**src/rtl/div_unit_if.sv**
```systemverilog
// ============================================================================
//  div_unit_if : request/response bundle between the execute stage and div_unit
//  Rev 1.0 - initial release
// ============================================================================
`default_nettype none

interface div_unit_if #(
  parameter int WIDTH = 32
);
  logic               start;
  logic               signed_div;
  logic [WIDTH-1:0]   opdata1;
  logic [WIDTH-1:0]   opdata2;
  logic               annul;
  logic [2*WIDTH-1:0] result;
  logic               ready;

  modport master (
    output start, signed_div, opdata1, opdata2, annul,
    input  result, ready
  );

  modport slave (
    input  start, signed_div, opdata1, opdata2, annul,
    output result, ready
  );
endinterface

`default_nettype wire

```
**src/rtl/div_unit.sv**
```systemverilog
// ============================================================================
//  div_unit : iterative radix-2 restoring divider for MIPS DIV/DIVU ({HI,LO})
//  Rev 1.0 - initial release
// ============================================================================
`default_nettype none

module div_unit #(
  parameter int WIDTH = 32,
  parameter int CNT_W = 6
) (
  input  wire logic   clk,
  input  wire logic   rst,
  div_unit_if.slave   bus
);

  typedef enum logic [1:0] {
    IDLE    = 2'd0,
    BUSY    = 2'd1,
    DIVZERO = 2'd2,
    DONE    = 2'd3
  } state_e;

  state_e               state_q, state_d;
  logic [CNT_W-1:0]     cnt_q, cnt_d;
  logic [WIDTH-1:0]     dvd_q, dvd_d;
  logic [WIDTH-1:0]     dvs_q, dvs_d;
  logic [WIDTH-1:0]     rem_q, rem_d;
  logic                 neg_quo_q, neg_quo_d;
  logic                 neg_rem_q, neg_rem_d;
  logic [2*WIDTH-1:0]   result_q, result_d;
  logic                 ready_q, ready_d;

  logic                 a_neg, b_neg;
  logic [WIDTH-1:0]     abs_a, abs_b;
  logic [WIDTH:0]       shifted, trial;
  logic                 step_ok;
  logic [WIDTH-1:0]     rem_step, quo_step;
  logic                 last_step;

  assign a_neg = bus.signed_div & bus.opdata1[WIDTH-1];
  assign b_neg = bus.signed_div & bus.opdata2[WIDTH-1];
  assign abs_a = a_neg ? -bus.opdata1 : bus.opdata1;
  assign abs_b = b_neg ? -bus.opdata2 : bus.opdata2;

  // Remainder stays below the divisor, so WIDTH+1 bits hold the trial exactly.
  assign shifted  = {rem_q, dvd_q[WIDTH-1]};
  assign trial    = shifted - {1'b0, dvs_q};
  assign step_ok  = ~trial[WIDTH];
  assign rem_step = step_ok ? trial[WIDTH-1:0] : shifted[WIDTH-1:0];
  assign quo_step = {dvd_q[WIDTH-2:0], step_ok};
  assign last_step = (cnt_q == CNT_W'(WIDTH - 1));

  always_comb begin
    state_d   = state_q;
    cnt_d     = cnt_q;
    dvd_d     = dvd_q;
    dvs_d     = dvs_q;
    rem_d     = rem_q;
    neg_quo_d = neg_quo_q;
    neg_rem_d = neg_rem_q;
    result_d  = result_q;
    ready_d   = ready_q;

    if (bus.annul) begin
      state_d = IDLE;
      ready_d = 1'b0;
    end else begin
      unique case (state_q)
        IDLE: begin
          if (bus.start) begin
            dvd_d     = abs_a;
            dvs_d     = abs_b;
            rem_d     = '0;
            cnt_d     = '0;
            neg_quo_d = a_neg ^ b_neg;
            neg_rem_d = a_neg;
            state_d   = (bus.opdata2 == '0) ? DIVZERO : BUSY;
          end
        end
        BUSY: begin
          rem_d = rem_step;
          dvd_d = quo_step;
          cnt_d = cnt_q + CNT_W'(1);
          if (last_step) begin
            result_d = {neg_rem_q ? -rem_step : rem_step,
                        neg_quo_q ? -quo_step : quo_step};
            ready_d  = 1'b1;
            state_d  = DONE;
          end
        end
        DIVZERO: begin
          result_d = '0;
          ready_d  = 1'b1;
          state_d  = DONE;
        end
        DONE: begin
          if (!bus.start) begin
            ready_d = 1'b0;
            state_d = IDLE;
          end
        end
        default: state_d = IDLE;
      endcase
    end
  end

  always_ff @(posedge clk or negedge rst) begin
    if (!rst) begin
      state_q   <= IDLE;
      cnt_q     <= '0;
      dvd_q     <= '0;
      dvs_q     <= '0;
      rem_q     <= '0;
      neg_quo_q <= 1'b0;
      neg_rem_q <= 1'b0;
      result_q  <= '0;
      ready_q   <= 1'b0;
    end else begin
      state_q   <= state_d;
      cnt_q     <= cnt_d;
      dvd_q     <= dvd_d;
      dvs_q     <= dvs_d;
      rem_q     <= rem_d;
      neg_quo_q <= neg_quo_d;
      neg_rem_q <= neg_rem_d;
      result_q  <= result_d;
      ready_q   <= ready_d;
    end
  end

  assign bus.result = result_q;
  assign bus.ready  = ready_q;

endmodule

`default_nettype wire

```
**src/flat_wrapper.sv**
```systemverilog
// flat-port wrapper written by rule: the top's interface ports become plain ports
module div_unit_flat 
#(
  parameter int WIDTH = 32,
  parameter int CNT_W = 6
)
  (clk, rst, bus_start, bus_signed_div, bus_opdata1, bus_opdata2, bus_annul, bus_result, bus_ready);
  div_unit_if #(.WIDTH(WIDTH)) bus_i ();
  input  wire logic clk;
  input  wire logic rst;
  input wire logic [$bits(bus_i.start)-1:0] bus_start;
  input wire logic [$bits(bus_i.signed_div)-1:0] bus_signed_div;
  input wire logic [$bits(bus_i.opdata1)-1:0] bus_opdata1;
  input wire logic [$bits(bus_i.opdata2)-1:0] bus_opdata2;
  input wire logic [$bits(bus_i.annul)-1:0] bus_annul;
  output wire logic [$bits(bus_i.result)-1:0] bus_result;
  output wire logic [$bits(bus_i.ready)-1:0] bus_ready;
  assign bus_i.start = bus_start;
  assign bus_i.signed_div = bus_signed_div;
  assign bus_i.opdata1 = bus_opdata1;
  assign bus_i.opdata2 = bus_opdata2;
  assign bus_i.annul = bus_annul;
  assign bus_result = bus_i.result;
  assign bus_ready = bus_i.ready;
  div_unit #(.WIDTH(WIDTH), .CNT_W(CNT_W)) u_core (.clk(clk), .rst(rst), .bus(bus_i));
endmodule
```
**config.mk**
```make
export PLATFORM = sky130hd
export DESIGN_NAME = div_unit_flat
export DESIGN_NICKNAME = d
export VERILOG_FILES = /design/src/rtl/div_unit_if.sv /design/src/rtl/div_unit.sv /design/src/flat_wrapper.sv
export SDC_FILE = /design/constraint.sdc
export NUM_CORES = 1
export LEC_CHECK = 0
export BUFFER_PORTS_ARGS = -buffer_cell sky130_fd_sc_hd__clkbuf_2
export CAP_MARGIN = 0
export CORE_MARGIN = 2
export CORE_UTILIZATION = 36
export DETAILED_ROUTE_END_ITERATION = 16
export HOLD_SLACK_MARGIN = 0.15
export PLACE_DENSITY = 0.54
export SLEW_MARGIN = 20
export SYNTH_ARGS = -nofsm -noshare
export SYNTH_HDL_FRONTEND = slang
export SYNTH_SLANG_ARGS = --single-unit
```
**constraint.sdc**
```tcl
create_clock -name clk -period 8.8 [get_ports clk]
set_input_delay 2.2 -clock clk [delete_from_list [all_inputs] [get_ports clk]]
set_output_delay 2.2 -clock clk [all_outputs]
set_load 0.02 [all_outputs]
```
==> results summary <==
The average wire per cell in the routed design is 18.9 um. The number of fill cells came out at 3538. The finished cells cover 14000 um2. The number of input and output port buffers inserted came out at 133. The cell sitting at the root of the clock tree is a sky130_fd_sc_hd__clkbuf_16. The initial antenna violation count is 0. Timing would allow up to 157 MHz. The first routing iteration left 935 violations. The repair_antennas step left the layout with diodes totalling 0.

The final RePlAce weighted congestion came out at 0.889. The shortest clock period the worst path allows after layout is 6.35 ns. The number of gates given a new drive strength after cts is 0.

The mean cell area of the mapped netlist is 8.04 um2. The number of hold violations in the final report is 0. The share of the cycle needed by the critical path after routing came out at 0.722. After detailed placement, the total cell area comes to 13300 um2. STA classifies the critical path startpoint as a flop. Clock-pin slew was measured on the worst setup and hold paths at 0.08 ns. The share of async-settable or async-resettable flops after synthesis is 1.00. In the layout the commonest cells are 222 x sky130_fd_sc_hd__nand2_1, 204 x sky130_fd_sc_hd__o21ai_0, 171 x sky130_fd_sc_hd__dfrtp_1, 132 x sky130_fd_sc_hd__clkbuf_2, 108 x sky130_fd_sc_hd__a21oi_1. The max-cap check violation count is 0. Once detail routing completed, the nets flagged for antenna violations numbered 0. The floorplan step defined a core boundary enclosing 33700 um2. The total power of the final layout is 4.36 mW. The area growth from synthesis to layout is 13.0%. The number of optimization iterations in the first detailed-route pass is 7. The worst clock skew came out at 0.0129 ns. The horizontal extent of the die came out at 189 um. The worst setup path is captured at a flop. Synthesis inferred 171 register bits. Prior to clock tree synthesis, the placed netlist has a worst setup slack of 2.58 ns. The required time at the worst-slack endpoint came out at 9.10 ns. The peak supply drop came out at 189 uV. The number of standard-cell rows in the floorplan is 67. In the synthesized netlist the dominant register cell turns out to be sky130_fd_sc_hd__dfrtp_1. CTS saw 171 sinks. For this design the ratio of total power to cell area is 312 nW/um2.

TritonCTS built the clock tree. The final layout net count came out at 1726. The biggest area contributor in the post-synthesis netlist is sky130_fd_sc_hd__dfrtp_1. The maximum fanout along the worst path came out at 54. The relative slew slack is 0.284. Summed over all layers, the routed wires come to 39300 um. The global router's overall resource usage is 0.223. The number of CTS-inserted buffers came out at 17.

The longest clock path from root to sink contains 2 buffers. The maximum number of pins on one net before global-route repair came out at 75. The first-pass GRT wire length came out at 62700 um. The height of the chip came out at 189 um. The number of distinct library cells after synthesis is 71. The via-per-instance ratio is 5.56. The number of max-slew violations in the final report is 0.

The total global routing overflow came out at 0. Buffers added to address setup during post-CTS repair amount to 0. The proportion of layout cells with a drive suffix above 1 is 0.122. The die area is 35800 um2. In the routed design, unresolved DRC markers number 0. Leaving out fill and tap cells, the most frequent cell in the layout is sky130_fd_sc_hd__nand2_1.

The H-tree level count came out at 4. The count of synthesis-stage warnings from yosys came out at 0. The synthesized netlist occupies a cell area of 12400 um2. The total number of vias is 11500.

The net count after synthesis is 1647. The clock insertion delay at the later pin of the skew report is 0.45 ns. The class of the most critical hold timing path is flop to flop.

The fraction of synthesized cell area taken by the top area cell type came out at 0.346. After synthesis, the cell types taking the most area are sky130_fd_sc_hd__dfrtp_1 35%, sky130_fd_sc_hd__o21ai_0 8.3%, sky130_fd_sc_hd__nand2_1 6.8%. The number of instances in the synthesized netlist came out at 1536. The transition time of the tightest slew-check pin came out at 1.05 ns. The number of flops mapped to enable cells by yosys came out at 0. The flow ran to the end, and the final reports show no timing, DRC or antenna violations. The count of hold-fix buffers inserted at cts is 0. The final setup slack of the worst path is 2.45 ns. The count of pins on the block boundary is 134.

The static leakage is 6.22 nW. The critical path in this run is classified as flop to flop. The number of global-route vias before repair is 10900.

The final count of negative-setup-slack endpoints is 0. The total negative slack came out at 0 ns. Of the synthesized area, sequential elements account for 0.346. The HPWL after detailed placement came out at 29800 um. The critical path data arrival time is 6.65 ns. Setup repair after global routing left no endpoint under its margin.

The initial cell density of the core is 0.367. The final core utilization came out at 0.414.
==> cell usage after synthesis (4+ instances only) <==
cell and number:
sky130_fd_sc_hd__nor4b_1 4, sky130_fd_sc_hd__nor4_1 24, sky130_fd_sc_hd__o211ai_1 7, sky130_fd_sc_hd__nand2b_1 13, sky130_fd_sc_hd__xor2_1 61, sky130_fd_sc_hd__buf_2 6, sky130_fd_sc_hd__nor2_1 107, sky130_fd_sc_hd__nand3b_1 8
sky130_fd_sc_hd__a31oi_1 16, sky130_fd_sc_hd__xnor2_1 72, sky130_fd_sc_hd__or3_1 22, sky130_fd_sc_hd__a21oi_1 108, sky130_fd_sc_hd__o31ai_1 32, sky130_fd_sc_hd__buf_1 5, sky130_fd_sc_hd__o21a_1 12, sky130_fd_sc_hd__o31a_1 9
sky130_fd_sc_hd__nand2_1 223, sky130_fd_sc_hd__o211a_1 5, sky130_fd_sc_hd__a21boi_0 8, sky130_fd_sc_hd__or2_2 6, sky130_fd_sc_hd__nor3_1 36, sky130_fd_sc_hd__inv_1 53, sky130_fd_sc_hd__a22o_1 19, sky130_fd_sc_hd__ha_1 41
sky130_fd_sc_hd__clkbuf_1 68, sky130_fd_sc_hd__nand4_1 17, sky130_fd_sc_hd__dfrtp_1 171, sky130_fd_sc_hd__o41ai_1 10, sky130_fd_sc_hd__and3_1 10, sky130_fd_sc_hd__mux2i_1 20, sky130_fd_sc_hd__and2_1 13, sky130_fd_sc_hd__nand3_1 14
sky130_fd_sc_hd__mux2_2 5, sky130_fd_sc_hd__o21ai_0 204, sky130_fd_sc_hd__a21o_1 18, sky130_fd_sc_hd__a22oi_1 6, sky130_fd_sc_hd__a211o_1 5, sky130_fd_sc_hd__a211oi_1 7, sky130_fd_sc_hd__or4_1 16
==> where the power goes <==
group	internal, mW	leakage (nW)	switching (mW)
combinational	0.777	3.68	1.43
clock	0.452	0.304	0.361
sequential	1.06	2.24	0.279
total	2.29	6.22	2.07
==> registers in the layout, summed over array words and instances, names as in the netlist <==
name and flops:
u_core.neg_quo_q 1, u_core.dvd_q 32, u_core.dvs_q 32, u_core.cnt_q 6, u_core.bus.ready 1, u_core.rem_q 32
u_core.state_q 2, u_core.neg_rem_q 1, u_core.bus.result 64
==> metal layers <==
layer	vias to the layer above	track usage	wire [um]
met2	333	0.337	17200
met1	5481	0.337	19600
li1	5688	-	-
met5	-	0	0
met4	0	0.0668	720
met3	37	0.0217	1840
==> cells by family after synthesis <==
logic type                 synth area share
and+or+nand+nor                       0.201
AOI/OAI and AO/OA                     0.250
DFF                                   0.346
buffers and inverters                0.0447
xor gates and xnor gates             0.0943
adders and majority gates            0.0431
muxes                                0.0208
==> worst max-delay path, cell delays in order (launching register included) <==
cell	delay, ns
sky130_fd_sc_hd__dfrtp_1	0.39
sky130_fd_sc_hd__inv_1	0.08
sky130_fd_sc_hd__ha_1	0.16
sky130_fd_sc_hd__inv_1	0.06
sky130_fd_sc_hd__fa_1	0.42
sky130_fd_sc_hd__a211oi_2	0.23
sky130_fd_sc_hd__o31a_1	0.44
sky130_fd_sc_hd__a211oi_4	0.15
sky130_fd_sc_hd__o2111ai_1	0.22
sky130_fd_sc_hd__o211a_2	0.20
sky130_fd_sc_hd__buf_4	0.51
sky130_fd_sc_hd__inv_4	0.39
sky130_fd_sc_hd__a21oi_1	0.35
sky130_fd_sc_hd__ha_1	0.24
sky130_fd_sc_hd__nand2b_1	0.07
sky130_fd_sc_hd__or4_1	0.46
sky130_fd_sc_hd__nor4_1	0.49
sky130_fd_sc_hd__nand4_1	0.24
sky130_fd_sc_hd__nor4_1	0.23
sky130_fd_sc_hd__a31oi_1	0.17
sky130_fd_sc_hd__o41ai_1	0.41
sky130_fd_sc_hd__xor2_1	0.17
sky130_fd_sc_hd__o21ai_0	0.08
==> final cells by class <==
type | count | area [um2] | area share
multi-input cells | 1227 | 7540 | 0.540
flip-flops and latches | 171 | 4280 | 0.307
repair buffers | 144 | 754 | 0.0541
well taps | 448 | 561 | 0.0402
clock buffers | 21 | 470 | 0.0337
inverters | 54 | 205 | 0.0147
clock inverters | 11 | 149 | 0.0107
==> per-stage QoR <==
| stage | cells | hold WS, ns |
|---|---|---|
| after floorplan | 1536 | 0.450 |
| after global placement | 2044 | 0.463 |
| after detailed placement | 2044 | 0.471 |
| after CTS | 2076 | 0.486 |
| after global routing | 2076 | 0.501 |
| final | 2076 | 0.483 |
==> worst paths after layout <==
| path | start | end | slack [ns] | cells after the start |
|---|---|---|---|---|
| setup / recovery | u_core.dvd_q[31] | u_core.bus.result[62] | 2.45 | 22 |
| hold / removal | u_core.bus.result[2] | u_core.bus.result[2] | 0.48 | 2 |
| setup reg to reg | u_core.dvd_q[31] | u_core.bus.result[62] | 2.45 | 22 |
| hold reg to reg | u_core.bus.result[2] | u_core.bus.result[2] | 0.48 | 2 |
| max in group asynchronous | rst | u_core.dvd_q[22] | 5.83 | 2 |
| min in group asynchronous | rst | u_core.dvs_q[26] | 1.77 | 1 |
No activity file was read; power rests on OpenSTA's default activity.
